### src/rtl/alu_issue_ctrl_pkg.sv
// Shared definitions for the ALU issue controller: operand/opcode types,
// opcode encodings, legality check and the controller state encoding.
package alu_pkg;

  typedef logic [2:0]  opcode_t;
  typedef logic [2:0]  reg_addr_t;
  typedef logic [31:0] word_t;

  localparam opcode_t OP_FADD = 3'b000;
  localparam opcode_t OP_FSUB = 3'b001;
  localparam opcode_t OP_FMUL = 3'b011;
  localparam opcode_t OP_AND  = 3'b100;
  localparam opcode_t OP_OR   = 3'b101;
  localparam opcode_t OP_XOR  = 3'b110;

  typedef enum logic {
    ST_IDLE = 1'b0,
    ST_WAIT = 1'b1
  } state_e;

  // 010 and 111 have no ALU operation behind them.
  function automatic logic is_legal_op(input opcode_t op);
    logic legal;
    case (op)
      OP_FADD, OP_FSUB, OP_FMUL, OP_AND, OP_OR, OP_XOR: legal = 1'b1;
      default:                                          legal = 1'b0;
    endcase
    return legal;
  endfunction

endpackage

### src/rtl/alu_issue_ctrl_if.sv
// Bundle of instruction handshake, host register port and ALU drive/return.
// slave is the controller side; master is the host plus ALU environment.
interface alu_issue_ctrl_if;
  import alu_pkg::*;

  logic      instr_valid;
  logic      instr_ready;
  opcode_t   instr_op;
  reg_addr_t instr_rs1;
  reg_addr_t instr_rs2;
  reg_addr_t instr_rd;
  logic      wr_en;
  reg_addr_t wr_addr;
  word_t     wr_data;
  reg_addr_t rd_addr;
  word_t     rd_data;
  opcode_t   alu_op;
  word_t     alu_x1;
  word_t     alu_x2;
  word_t     alu_x3;
  logic      done;
  logic      illegal;
  word_t     result;

  modport master (
    output instr_valid, instr_op, instr_rs1, instr_rs2, instr_rd,
    output wr_en, wr_addr, wr_data, rd_addr, alu_x3,
    input  instr_ready, rd_data, alu_op, alu_x1, alu_x2, done, illegal, result
  );

  modport slave (
    input  instr_valid, instr_op, instr_rs1, instr_rs2, instr_rd,
    input  wr_en, wr_addr, wr_data, rd_addr, alu_x3,
    output instr_ready, rd_data, alu_op, alu_x1, alu_x2, done, illegal, result
  );

endinterface

### src/rtl/alu_issue_ctrl_regfile.sv
// Register file: three combinational read ports (rs1, rs2, host) and two
// write ports (host, ALU writeback). Writeback wins on an address collision.
module alu_regfile
  import alu_pkg::*;
#(
  parameter int unsigned NREG = 8
) (
  input  logic      clk,
  input  logic      rst_n,
  input  reg_addr_t ra1_i,
  output word_t     rd1_o,
  input  reg_addr_t ra2_i,
  output word_t     rd2_o,
  input  reg_addr_t ra3_i,
  output word_t     rd3_o,
  input  logic      hw_en_i,
  input  reg_addr_t hw_addr_i,
  input  word_t     hw_data_i,
  input  logic      wb_en_i,
  input  reg_addr_t wb_addr_i,
  input  word_t     wb_data_i
);

  word_t mem_q [NREG];

  // Addresses beyond NREG read as zero when the file is built smaller than 8.
  assign rd1_o = (32'(ra1_i) < NREG) ? mem_q[ra1_i] : '0;
  assign rd2_o = (32'(ra2_i) < NREG) ? mem_q[ra2_i] : '0;
  assign rd3_o = (32'(ra3_i) < NREG) ? mem_q[ra3_i] : '0;

  for (genvar gi = 0; gi < NREG; gi++) begin : g_entry
    // Per-entry update: writeback has priority over the host write.
    always_ff @(posedge clk or negedge rst_n) begin
      if (!rst_n) begin
        mem_q[gi] <= '0;
      end else if (wb_en_i && (wb_addr_i == 3'(gi))) begin
        mem_q[gi] <= wb_data_i;
      end else if (hw_en_i && (hw_addr_i == 3'(gi))) begin
        mem_q[gi] <= hw_data_i;
      end
    end
  end

endmodule

### src/rtl/alu_issue_ctrl.sv
// Issue controller: accepts one instruction at a time, reads operands from
// the register file, drives the ALU, waits ALU_LAT cycles and writes back.
module alu_issue_ctrl
  import alu_pkg::*;
#(
  parameter int unsigned ALU_LAT = 2,
  parameter int unsigned NREG    = 8
) (
  input logic              clk,
  input logic              rst_n,
  alu_issue_ctrl_if.slave  bus
);

  localparam logic [3:0] CNT_INIT = 4'(ALU_LAT);

  state_e     state_q;
  logic [3:0] cnt_q;
  reg_addr_t  rd_q;
  opcode_t    alu_op_q;
  word_t      alu_x1_q;
  word_t      alu_x2_q;
  word_t      result_q;
  logic       done_q;
  logic       illegal_q;

  word_t      rs1_data;
  word_t      rs2_data;
  logic       wb_en;

  // The ALU result is captured on the last counted WAIT edge.
  assign wb_en = (state_q == ST_WAIT) && (cnt_q == 4'd1);

  alu_regfile #(.NREG(NREG)) u_rf (
    .clk       (clk),
    .rst_n     (rst_n),
    .ra1_i     (bus.instr_rs1),
    .rd1_o     (rs1_data),
    .ra2_i     (bus.instr_rs2),
    .rd2_o     (rs2_data),
    .ra3_i     (bus.rd_addr),
    .rd3_o     (bus.rd_data),
    .hw_en_i   (bus.wr_en),
    .hw_addr_i (bus.wr_addr),
    .hw_data_i (bus.wr_data),
    .wb_en_i   (wb_en),
    .wb_addr_i (rd_q),
    .wb_data_i (bus.alu_x3)
  );

  // Issue FSM with latency counter; all outputs are registered here.
  always_ff @(posedge clk or negedge rst_n) begin
    if (!rst_n) begin
      state_q   <= ST_IDLE;
      cnt_q     <= '0;
      rd_q      <= '0;
      alu_op_q  <= OP_FADD;
      alu_x1_q  <= '0;
      alu_x2_q  <= '0;
      result_q  <= '0;
      done_q    <= 1'b0;
      illegal_q <= 1'b0;
    end else begin
      done_q    <= 1'b0;
      illegal_q <= 1'b0;
      case (state_q)
        ST_IDLE: begin
          if (bus.instr_valid) begin
            if (is_legal_op(bus.instr_op)) begin
              rd_q     <= bus.instr_rd;
              alu_op_q <= bus.instr_op;
              alu_x1_q <= rs1_data;
              alu_x2_q <= rs2_data;
              cnt_q    <= CNT_INIT;
              state_q  <= ST_WAIT;
            end else begin
              // Rejected opcode retires immediately; ALU drive is untouched.
              done_q    <= 1'b1;
              illegal_q <= 1'b1;
            end
          end
        end
        ST_WAIT: begin
          if (cnt_q == 4'd1) begin
            result_q <= bus.alu_x3;
            done_q   <= 1'b1;
            cnt_q    <= '0;
            state_q  <= ST_IDLE;
          end else begin
            cnt_q <= cnt_q - 4'd1;
          end
        end
        default: state_q <= ST_IDLE;
      endcase
    end
  end

  assign bus.instr_ready = (state_q == ST_IDLE);
  assign bus.alu_op      = alu_op_q;
  assign bus.alu_x1      = alu_x1_q;
  assign bus.alu_x2      = alu_x2_q;
  assign bus.result      = result_q;
  assign bus.done        = done_q;
  assign bus.illegal     = illegal_q;

endmodule

### src/flat_wrapper.sv
// flat-port wrapper written by rule: the top's interface ports become plain ports
module alu_issue_ctrl_flat import alu_pkg::*;
#(
  parameter int unsigned ALU_LAT = 2,
  parameter int unsigned NREG    = 8
)
  (clk, rst_n, bus_instr_valid, bus_instr_op, bus_instr_rs1, bus_instr_rs2, bus_instr_rd, bus_wr_en, bus_wr_addr, bus_wr_data, bus_rd_addr, bus_alu_x3, bus_instr_ready, bus_rd_data, bus_alu_op, bus_alu_x1, bus_alu_x2, bus_done, bus_illegal, bus_result);
  alu_issue_ctrl_if bus_i ();
  input logic clk;
  input logic rst_n;
  input wire logic [$bits(bus_i.instr_valid)-1:0] bus_instr_valid;
  input wire logic [$bits(bus_i.instr_op)-1:0] bus_instr_op;
  input wire logic [$bits(bus_i.instr_rs1)-1:0] bus_instr_rs1;
  input wire logic [$bits(bus_i.instr_rs2)-1:0] bus_instr_rs2;
  input wire logic [$bits(bus_i.instr_rd)-1:0] bus_instr_rd;
  input wire logic [$bits(bus_i.wr_en)-1:0] bus_wr_en;
  input wire logic [$bits(bus_i.wr_addr)-1:0] bus_wr_addr;
  input wire logic [$bits(bus_i.wr_data)-1:0] bus_wr_data;
  input wire logic [$bits(bus_i.rd_addr)-1:0] bus_rd_addr;
  input wire logic [$bits(bus_i.alu_x3)-1:0] bus_alu_x3;
  output wire logic [$bits(bus_i.instr_ready)-1:0] bus_instr_ready;
  output wire logic [$bits(bus_i.rd_data)-1:0] bus_rd_data;
  output wire logic [$bits(bus_i.alu_op)-1:0] bus_alu_op;
  output wire logic [$bits(bus_i.alu_x1)-1:0] bus_alu_x1;
  output wire logic [$bits(bus_i.alu_x2)-1:0] bus_alu_x2;
  output wire logic [$bits(bus_i.done)-1:0] bus_done;
  output wire logic [$bits(bus_i.illegal)-1:0] bus_illegal;
  output wire logic [$bits(bus_i.result)-1:0] bus_result;
  assign bus_i.instr_valid = bus_instr_valid;
  assign bus_i.instr_op = bus_instr_op;
  assign bus_i.instr_rs1 = bus_instr_rs1;
  assign bus_i.instr_rs2 = bus_instr_rs2;
  assign bus_i.instr_rd = bus_instr_rd;
  assign bus_i.wr_en = bus_wr_en;
  assign bus_i.wr_addr = bus_wr_addr;
  assign bus_i.wr_data = bus_wr_data;
  assign bus_i.rd_addr = bus_rd_addr;
  assign bus_i.alu_x3 = bus_alu_x3;
  assign bus_instr_ready = bus_i.instr_ready;
  assign bus_rd_data = bus_i.rd_data;
  assign bus_alu_op = bus_i.alu_op;
  assign bus_alu_x1 = bus_i.alu_x1;
  assign bus_alu_x2 = bus_i.alu_x2;
  assign bus_done = bus_i.done;
  assign bus_illegal = bus_i.illegal;
  assign bus_result = bus_i.result;
  alu_issue_ctrl #(.ALU_LAT(ALU_LAT), .NREG(NREG)) u_core (.clk(clk), .rst_n(rst_n), .bus(bus_i));
endmodule
### config.mk
export PLATFORM = sky130hd
export DESIGN_NAME = alu_issue_ctrl_flat
export DESIGN_NICKNAME = d
export VERILOG_FILES = /design/src/rtl/alu_issue_ctrl_pkg.sv /design/src/rtl/alu_issue_ctrl_if.sv /design/src/rtl/alu_issue_ctrl_regfile.sv /design/src/rtl/alu_issue_ctrl.sv /design/src/flat_wrapper.sv
export SDC_FILE = /design/constraint.sdc
export NUM_CORES = 1
export LEC_CHECK = 0
export ABC_AREA = 1
export BUFFER_PORTS_ARGS = -buffer_cell sky130_fd_sc_hd__clkbuf_2
export CORE_UTILIZATION = 66
export DETAILED_ROUTE_END_ITERATION = 10
export GPL_TIMING_DRIVEN = 0
export PLACE_DENSITY = 0.87
export RECOVER_POWER = 25
export SKIP_LAST_GASP = 1
export SLEW_MARGIN = 20
export SYNTH_ARGS = -nofsm -noshare
export SYNTH_HDL_FRONTEND = slang
export SYNTH_SLANG_ARGS = --single-unit
### constraint.sdc
create_clock -name clk -period 3.2 [get_ports clk]
set_clock_uncertainty 0.2 [all_clocks]
set_input_delay 0.16 -clock clk [delete_from_list [all_inputs] [get_ports clk]]
set_output_delay 0.16 -clock clk [all_outputs]
set_load 0.02 [all_outputs]
==> results.tsv, run 1 <==
stage	metric	value	unit
clock_network	PostCTS Resize Cnt	0	
yosys	Synth area leader	dfrtp_1	
yosys	Post-synth EDFFs	0	
clock_network	total clock sinks	365	
yosys	top-count cell post-synth	nand2_1	
yosys	ranking of synthesized cells by area	dfrtp_1, nand2_1, nand3_1	
sta	WEP type	register data pin	
place	placed cell area	25670	µm²
grt	global route overflow	21	
outcome	status	did not finish	
clock_network	H-tree depth	2	
yosys	post-synth top area share	38.23	%
yosys	count of cell types in the netlist	21	
floorplanning	Die W	192.3	µm
yosys	top_reg_cell synth	dfrtp_1	
yosys	Synth Register Bits	365	
sta	GRT worst endpoint	u_core.u_rf.mem_q[5]$_DFFE_PN0P_/D	
clock_network	clock buffer depth	3	
place	hpwl dp	79570	µm
floorplanning	I/O Pins	220	
place	Cells after DPL	4597	
yosys	Syn Nets	4004	
yosys	Ys Warns	0	
yosys	cell area after synthesis	23890	µm²
place	Setup WS pre-CTS	622.5	ps
floorplanning	Starting Density	67.17	%
yosys	ys async rst share	100.0	%
grt	GRT Total Usage	77.73	%
outcome	Failed at	global routing	
clock_network	Num CTS Buffers	38	
floorplanning	std cell rows	69	
place	GP Congestion	1.136	
yosys	Mean Syn Cell Area	6.101	µm²
floorplanning	chip height	192.3	µm
clock_network	CTS Root Buffer Type	clkbuf_16	
place	I/O Buffers	216	
outcome	Log Error	[ERROR GRT-0232] Routing congestion too high. Check the congestion heatmap in the GUI.	
yosys	synthesized instance count	3916	
yosys	sequential area share after synthesis	38.23	%
yosys	synth cell count leaders	nand2_1, nand3_1, dfrtp_1, o21ai_0, inv_1	
grt	largest net degree at the start of global routing	98	
through the flow:
| step | hold WS, ps | utilization (%) |
|---|---|---|
| floorplan | -335.6 | - |
| global placement | 175.9 | 71.83 |
| detailed placement | -94.82 | 72.16 |
| CTS | 0.8519 | 78.51 |
routing by layer:
metal | GRT usage (%) | GRT overflow
met1 | 81.83 | 4
met2 | 88.85 | 10
met3 | 68.07 | 1
met4 | 64.54 | 6
met5 | 52.88 | 0
kinds of logic after synthesis:
family,share of synthesized area (%)
AO/OA/AOI/OAI,10.91
adder cells (fa/ha/maj),0.1047
flip-flops,38.23
AND/OR/NAND/NOR,40.52
buffers and inverters,10.19
XOR/XNOR,0.03667
what timing repair did:
item | 4_1_cts
hold buffers | 97
endpoints found under the setup margin | 0
setup buffers | 0
endpoints found under the hold margin | 577
==> run 2, diff against run 1 <==
--- a/config.mk
+++ b/config.mk
@@ -7,10 +7,10 @@
 export LEC_CHECK = 0
 export ABC_AREA = 1
 export BUFFER_PORTS_ARGS = -buffer_cell sky130_fd_sc_hd__clkbuf_2
-export CORE_UTILIZATION = 66
+export CORE_UTILIZATION = 40
 export DETAILED_ROUTE_END_ITERATION = 10
 export GPL_TIMING_DRIVEN = 0
-export PLACE_DENSITY = 0.87
+export PLACE_DENSITY_LB_ADDON = 0.15
 export RECOVER_POWER = 25
 export SKIP_LAST_GASP = 1
 export SLEW_MARGIN = 20
==> run 2 against run 1 <==
The flow now finishes, with violations (capacitance limit, slew limit). Synthesized cell count stayed put. Synthesized area is the same.
==> results.tsv, run 2 <==
stage	metric	value	unit	change
outcome	status	complete, but fails checks		
outcome	failing checks	capacitance limit, slew limit		
clock_network	CTS Root Buffer Type	clkbuf_16		
grt	global route overflow	0		
yosys	Synth Register Bits	365		unchanged
power_and_ir_drop	Logic pwr share	42.3	%	
place	I/O Buffers	216		unchanged
place	placed cell area	26090	µm²	+1.6%
detailed_routing	vias per cell	5.521		
detailed_routing	1st-iter DRT viols	3909		
power_and_ir_drop	Net Switching	11.89	mW	
cells_and_area	Design Area, Final	28400	µm²	
detailed_routing	routed len/inst	24.01	µm	
power_and_ir_drop	Leakage	15.16	nW	
cells_and_area	Area Overhead vs Synth	18.90	%	
sta	Hold Vio Cnt, Final	0		
yosys	complex-gate fraction of the synthesized area	10.91	%	unchanged
power_and_ir_drop	peak supply drop	572.5	µV	
critical_path	Setup crit start kind	input pin		
detailed_routing	drt pass-1 iters	8		
sta	unrepaired setup endpoints after global routing	no		
critical_path	Worst Setup Path Type	in -> reg		
clock_network	total clock sinks	365		unchanged
yosys	synthesized instance count	3916		unchanged
critical_path	Critical Path RT	3520	ps	
sta	max frequency	322.8	MHz	
grt	number of global-route vias before repair	25810		
cells_and_area	fraction of layout cells with a size suffix above 1	8.109	%	
clock_network	clock buffer depth	3		unchanged
sta	worst slew pin tran	1644	ps	
clock_network	H-tree depth	2		unchanged
yosys	post-synthesis mux area share	0	%	unchanged
yosys	ranking of synthesized cells by area	dfrtp_1, nand2_1, nand3_1		
run	number of max-cap violations	2		
detailed_routing	# DRC	0		
place	GP Congestion	1.025		-9.8%
power_and_ir_drop	power density cells	857.4	nW/µm²	
yosys	synth cell count leaders	nand2_1, nand3_1, dfrtp_1, o21ai_0, inv_1		
yosys	largest family of logic cells by synthesized area	simple AND/OR/NAND/NOR gates		
critical_path	Crit path arrival time	3420	ps	
floorplanning	I/O Pins	220		unchanged
yosys	cell area after synthesis	23890	µm²	unchanged
cells_and_area	Most flops, register	u_core.u_rf.mem_q		
floorplanning	std cell rows	89		+29%
sta	Slew Limit Fails	70		
critical_path	Worst setup EP type	flop		
clock_network	Clk Latency, worst-skew pair	600	ps	
clock_network	CTS tree	done		
floorplanning	Starting Density	40.48	%	-27 points
yosys	Synth area leader	dfrtp_1		
yosys	ys async rst share	100.0	%	unchanged
detailed_routing	DRT Wirelength	122200	µm	
cells_and_area	Layout fillers	6367		
place	hpwl dp	94950	µm	+19%
yosys	Post-synth EDFFs	0		unchanged
yosys	Ys Warns	0		unchanged
floorplanning	chip height	246.4	µm	+28%
cells_and_area	leading cell types in the layout, fill and taps excluded	nand2_1, nand3_1, dfrtp_1, o21ai_0, inv_1		
yosys	top-count cell post-synth	nand2_1		
yosys	Mean Syn Cell Area	6.101	µm²	unchanged
grt	largest net degree at the start of global routing	79		
clock_network	Num CTS Buffers	42		+11%
yosys	simple-gate share of the synthesized area	40.52	%	unchanged
sta	minimum clock period	3098	ps	
grt	antenna violations before repair	2		
sta	final worst-path cycle share	96.80	%	
sta	setup ws final	102.3	ps	
floorplanning	die area	60710	µm²	
power_and_ir_drop	P_int	12.47	mW	
cells_and_area	max FFs per register	256		
floorplanning	Die W	246.4	µm	+28%
critical_path	Critical Path Fanout Max	10		
yosys	count of cell types in the netlist	21		unchanged
cells_and_area	most common cell after layout, fill and taps aside	nand2_1		
clock_network	Post CTS Setup Buffer Count	0		unchanged
yosys	top_reg_cell synth	dfrtp_1		
min_path	worst min path class	in -> reg		
yosys	sequential area share after synthesis	38.23	%	unchanged
grt	GRT Total Usage	39.92	%	
power_and_ir_drop	switching share of power	48.82	%	
power_and_ir_drop	Seq pwr share	37.9	%	
yosys	post-synth top area share	38.23	%	unchanged
sta	Slew HR	-9.625	%	
clock_network	clk slew on worst S/H paths	60	ps	
yosys	Post-Synth XOR/XNOR Area	0.03666	%	unchanged
yosys	Syn Nets	4004		unchanged
sta	final setup fails	0		
floorplanning	core area	59020	µm²	
detailed_routing	antenna viol nets, final	0		
grt	first-pass GRT wire length	175600	µm	
power_and_ir_drop	Clk pwr share	19.9	%	
cells_and_area	fin nets	4373		
place	Setup WS pre-CTS	358.7	ps	-263.8 ps
yosys	Post-Synth Adder-Cell Area	0.1047	%	unchanged
detailed_routing	Vias	28100		
-- run 2: final timing paths --
check                           cells past startpoint  slack (ps)                        startpoint                                 end
worst min-delay path                                7          50                    bus_wr_addr[2]   u_core.u_rf.mem_q[64]$_DFFE_PN0P_
worst min register to register                      2         280  u_core.bus.alu_x2[3]$_DFFE_PN0P_    u_core.bus.alu_x2[3]$_DFFE_PN0P_
max in group asynchronous                           5         410                             rst_n    u_core.bus.result[6]$_DFFE_PN0P_
worst max-delay path                               11         100                    bus_wr_addr[0]  u_core.u_rf.mem_q[140]$_DFFE_PN0P_
worst max register to register                      9         140       u_core.cnt_q[1]$_DFFE_PN0P_   u_core.u_rf.mem_q[28]$_DFFE_PN0P_
min in group asynchronous                           4        1080                             rst_n   u_core.bus.alu_x1[30]$_DFFE_PN0P_
-- run 2: what timing repair did --
item                                   4_1_cts  5_1_grt
setup endpoints to repair                    0       11
endpoints found under the hold margin      534        0
hold buffers                               104        0
gates resized for setup                      0        3
-- run 2: per-layer routing --
layer  routed length, µm  vias up  part of all wire [%]  GRT usage (%)
li1                    -    13020                     -              -
met1               53960    13170                    44          58.79
met2               48020     1722                    39          54.17
met3               17110      192                    14          14.48
met4                3117        2                   2.6          10.28
met5                  13        -                 0.011              0
-- run 2: cells by family (layout without fill, tap and decap cells) --
kind of cell             after synthesis  after routing
AO/OA/AOI/OAI                        521            521
XOR/XNOR                               1              1
adder cells (fa/ha/maj)                2              2
buffers and inverters                622           1022
flip-flops                           365            365
other                                  0              1
AND/OR/NAND/NOR                     2405           2405
-- run 2: power by group through the flow --
stage	registers [mW]	clock network, mW	logic (mW)
after CTS	8.98	4.87	9.92
after global routing	9.35	5.04	11.3
final	9.22	4.84	10.3
after global placement	9.02	0	9.66
after detailed placement	9.04	0	9.68
after floorplan	8.67	0	5.33
-- run 2: stage by stage --
step	power, mW	util (%)	setup TNS (ps)	hold slack [ps]	std cells
after floorplan	14.00	-	0	-335.6	3916
after global placement	18.68	43.95	-2400220	168.6	4905
after detailed placement	18.71	44.20	0	-69.02	4910
after CTS	23.78	48.28	0	19.38	5089
after global routing	25.71	48.12	0	110.3	5089
final	24.36	48.13	0	48.68	5090
-- run 2: area by class of cell --
| cell class | count | area [µm²] | area share, % |
|---|---|---|---|
| repair buffers | 325 | 2186 | 7.695 |
| diodes | 1 | 2.502 | 0.008810 |
| multi-input cells | 2929 | 12330 | 43.40 |
| flip-flops and latches | 365 | 9134 | 32.16 |
| well taps | 773 | 967.2 | 3.405 |
| clock inverters | 9 | 101.3 | 0.3568 |
| clock buffers | 66 | 1251 | 4.405 |
| plain buffers | 266 | 1100 | 3.872 |
| inverters | 356 | 1336 | 4.704 |
-- run 2: critical path: stages --
cell	delay, ps
dlygate4sd3_1	560
clkbuf_2	130
nand2_1	80
inv_1	40
nand2_1	360
inv_2	250
nor2_1	570
clkbuf_2	490
nand2_1	110
nand3_1	100
dlygate4sd3_1	560
Power figures use the tool's default switching activity.
==> run 3, diff against run 2 <==
--- a/config.mk
+++ b/config.mk
@@ -5,14 +5,12 @@
 export SDC_FILE = /design/constraint.sdc
 export NUM_CORES = 1
 export LEC_CHECK = 0
-export ABC_AREA = 1
 export BUFFER_PORTS_ARGS = -buffer_cell sky130_fd_sc_hd__clkbuf_2
 export CORE_UTILIZATION = 40
 export DETAILED_ROUTE_END_ITERATION = 10
 export GPL_TIMING_DRIVEN = 0
 export PLACE_DENSITY_LB_ADDON = 0.15
 export RECOVER_POWER = 25
-export SKIP_LAST_GASP = 1
 export SLEW_MARGIN = 20
 export SYNTH_ARGS = -nofsm -noshare
 export SYNTH_HDL_FRONTEND = slang
==> run 3 against run 2 <==
The flow now finishes without violations. Combinational power is 15% lower. Die area shrank 7.9%. Largest cell class unchanged. First-iteration DRC count decreased by 44%. Critical endpoint is now u_core.u_rf.mem_q[180]$_DFFE_PN0P_. Synthesized area is 7.9% lower. Non-clock buffer count shrank 109. Wire length fell by 25%. Worst setup slack improved by 50 ps. Total power fell by 5.9%. Maximum frequency increased by 1.6%. Final cell count fell by 37%.
==> results.tsv, run 3 <==
stage	metric	value	unit	change
grt	number of global-route vias before repair	19360		-25%
yosys	Synth Register Bits	365		unchanged
grt	first-pass GRT wire length	131700	µm	-25%
cells_and_area	register area	9134	µm²	unchanged
power_and_ir_drop	switching share of power	40.57	%	-8.2 points
cells_and_area	max FFs per register	256		unchanged
place	Setup WS pre-CTS	177.5	ps	-181.1 ps
critical_path	reg-to-reg endpoint	u_core.u_rf.mem_q[180]$_DFFE_PN0P_		
grt	GRT Total Usage	32.38	%	-7.5 points
critical_path	Worst Reg-to-Reg Cells	8		-1
detailed_routing	antenna viol nets, final	0		unchanged
power_and_ir_drop	Logic pwr share	38.1	%	-4.2 points
grt	antenna violations before repair	5		+3
power_and_ir_drop	power density cells	886.7	nW/µm²	+3.4%
sta	WHS	65.78	ps	+17.09 ps
yosys	synthesized instance count	2208		-44%
grt	largest net degree at the start of global routing	86		+8.9%
detailed_routing	drt pass-1 iters	5		-3
cells_and_area	Final Util	47.86	%	-0.27 points
yosys	Syn Nets	2296		-43%
cells_and_area	final cell count without fillers	3220		-37%
critical_path	stages on the worst setup path	8		-3
sta	minimum clock period	3048	ps	-50.02 ps
clock_network	CTS tree	done		
sta	worst slew pin tran	1336	ps	-308.8 ps
sta	final worst-path cycle share	95.24	%	-1.6 points
critical_path	Critical Path RT	3500	ps	-20 ps
place	hpwl dp	59440	µm	-37%
sta	final setup fails	0		unchanged
clock_network	Clk Latency, worst-skew pair	590	ps	about the same
grt	global route overflow	0		unchanged
critical_path	Critical R2R Launch	u_core.cnt_q[1]$_DFFE_PN0P_		
clock_network	Num CTS Buffers	44		+4.8%
cells_and_area	leading cell types in the layout, fill and taps excluded	mux2i_1, dfrtp_1, nand2_1, clkbuf_1, o21ai_0		
critical_path	Setup crit end	u_core.u_rf.mem_q[180]$_DFFE_PN0P_		
detailed_routing	routed len/inst	28.38	µm	+18%
critical_path	Setup crit start kind	flop		
detailed_routing	DRT Wirelength	91370	µm	-25%
yosys	cell area after synthesis	21990	µm²	-7.9%
detailed_routing	1st-iter DRT viols	2193		-44%
yosys	post-synth top area share	41.53	%	+3.3 points
detailed_routing	Vias	19380		-31%
run	number of max-cap violations	0		-2
sta	Slew HR	10.96	%	+21 points
critical_path	Worst setup EP type	flop		
clock_network	clock buffer depth	3		unchanged
cells_and_area	most common cell after layout, fill and taps aside	mux2i_1		
sta	Hold Vio Cnt, Final	0		unchanged
critical_path	Critical Path Fanout Max	10		unchanged
cells_and_area	Area Overhead vs Synth	17.57	%	
floorplanning	Starting Density	40.71	%	+0.23 points
critical_path	r2r setup slk	150	ps	about the same
yosys	top-count cell post-synth	mux2i_1		
sta	max frequency	328.1	MHz	+1.6%
yosys	Post-synth EDFFs	0		unchanged
clock_network	clk slew on worst S/H paths	60	ps	about the same
critical_path	worst-path cell chain	inv_1, ha_1, nand4bb_1, buf_4, nor4b_4, buf_2, nand2_1, o21ai_0		
floorplanning	I/O Pins	220		unchanged
cells_and_area	area of the multi-input gates	11790	µm²	-4.4%
yosys	count of cell types in the netlist	37		+76%
yosys	synth cell count leaders	mux2i_1, dfrtp_1, nand2_1, o21ai_0, clkbuf_1		
clock_network	total clock sinks	365		unchanged
yosys	sequential area share after synthesis	41.53	%	+3.3 points
yosys	Mean Syn Cell Area	9.961	µm²	+63%
outcome	status	finished clean		
critical_path	Crit path arrival time	3340	ps	-80 ps
power_and_ir_drop	Clk pwr share	22.3	%	+2.4 points
place	Cells after DPL	3054		-38%
sta	setup ws final	152.3	ps	+50.02 ps
yosys	Synth area leader	dfrtp_1		
floorplanning	std cell rows	85		-4.5%
yosys	Ys Warns	0		unchanged
cells_and_area	Most flops, register	u_core.u_rf.mem_q		
sta	unrepaired setup endpoints after global routing	no		
critical_path	CP bufs+invs	3		-3
cells_and_area	fin nets	2578		-41%
cells_and_area	Layout fillers	5159		-19%
sta	Slew Limit Fails	0		-100%
floorplanning	die area	55930	µm²	-7.9%
power_and_ir_drop	peak supply drop	441.9	µV	-23%
floorplanning	Die W	236.5	µm	-4.0%
yosys	ys async rst share	100.0	%	unchanged
detailed_routing	vias per cell	6.019		+9.0%
floorplanning	core area	54030	µm²	-8.5%
detailed_routing	# DRC	0		unchanged
power_and_ir_drop	P_int	13.63	mW	+9.3%
critical_path	Critical Path Slowest Stage Cell	nor4b_4		
place	GP Congestion	0.9179		-10%
critical_path	Worst Setup Path Type	reg -> reg		
power_and_ir_drop	Seq pwr share	39.6	%	+1.7 points
place	I/O Buffers	146		-32%
power_and_ir_drop	Net Switching	9.302	mW	-22%
clock_network	H-tree depth	2		unchanged
critical_path	CP Launch Point	u_core.cnt_q[1]$_DFFE_PN0P_		
cells_and_area	fraction of layout cells with a size suffix above 1	12.97	%	+4.9 points
critical_path	cell family with most CP delay	simple AND/OR/NAND/NOR gates		
yosys	ranking of synthesized cells by area	dfrtp_1, mux2i_1, mux4_2		
clock_network	CTS Root Buffer Type	clkbuf_16		
floorplanning	chip height	236.5	µm	-4.0%
min_path	worst min path class	in -> reg		
yosys	top_reg_cell synth	dfrtp_1		
critical_path	crit-path max cell delay	980	ps	+410 ps
power_and_ir_drop	Leakage	11.88	nW	-22%
[run 3: cell count changes in the layout (fill, tap and decap cells not counted), sizes merged, moves of 144 or more]
cell   previous run  this run
nand2          1616       356
mux2i             0       512
nand3           497         2
nor2            277       133
o21ai           390       193
inv             340         6
[run 3: power by group through the flow]
stage | Clock (mW) | Sequential (mW) | Combinational (mW)
6_report | 5.10 | 9.09 | 8.74
5_1_grt | 5.30 | 9.34 | 9.54
4_1_cts | 5.15 | 8.98 | 8.85
3_3_place_gp | 0 | 8.88 | 8.50
3_5_place_dp | 0 | 9.03 | 8.73
2_1_floorplan | 0 | 9.17 | 5.45
[run 3: cell families (layout without fill, tap and decap cells)]
kind of cell,after synthesis,in the layout,share of synthesized area (%)
fa+ha+maj,2,2,0.1138
xor+xnor,1,1,0.03983
buf+inv,251,564,4.910
other cells,0,3,0
mux,614,614,31.80
flops,365,365,41.53
compound gates,457,457,11.92
simple gates,518,518,9.683
[run 3: routing by layer]
metal | track usage, % | vias up | wire, µm
li1 | - | 8417 | -
met1 | 41.75 | 9624 | 37080
met2 | 50.16 | 1086 | 40980
met3 | 8.965 | 249 | 8822
met4 | 15.70 | 4 | 4458
met5 | 0 | - | 28
[run 3: timing repair]
item | 4_1_cts | 5_1_grt
resized for setup | 0 | 1
hold buffers | 83 | 0
endpoints found under the setup margin | 0 | 11
hold endpoints to repair | 519 | 0
setup buffers | 0 | 3
[run 3: worst min path at each step]
stage,startpoint,to,slack [ps],cells after the start
6_report,bus_wr_en,u_core.u_rf.mem_q[159]$_DFFE_PN0P_,70,4
5_1_grt,bus_wr_en,u_core.u_rf.mem_q[159]$_DFFE_PN0P_,80,4
4_1_cts,bus_wr_en,u_core.u_rf.mem_q[159]$_DFFE_PN0P_,20,4
3_5_place_dp,rst_n,u_core.cnt_q[0]$_DFFE_PN0P_,30,1
3_3_place_gp,bus_instr_rd[0],u_core.rd_q[0]$_DFFE_PN0P_,200,2
2_1_floorplan,rst_n,u_core.bus.alu_op[0]$_DFFE_PN0P_,-340,0
[run 3: tightest hold or removal path, delay by kind of cell]
| kind | cells | cell delay [ps] |
|---|---|---|
| simple gates | 1 | 260 |
| buf+inv | 1 | 140 |
| compound gates | 1 | 130 |
| mux | 1 | 110 |
[run 3: final cells by class]
cell class,instances,share of cell area [%]
Multi-Input combinational cell,1592,45.58
Sequential cell,365,35.32
Timing Repair Buffer,236,6.058
Clock buffer,64,4.902
Buffer,246,4.103
Tap cell,696,3.368
Clock inverter,13,0.5661
Inverter,5,0.07258
Antenna cell,3,0.02903
[run 3: stage by stage]
step / power, mW / area (µm²) / TNS, ps
final: 22.93 / 25860 / 0
after floorplan: 14.62 / 21990 / 0
after global placement: 17.38 / 23600 / -2450510
after detailed placement: 17.75 / 23710 / 0
after CTS: 22.98 / 25960 / 0
after global routing: 24.18 / 25850 / 0
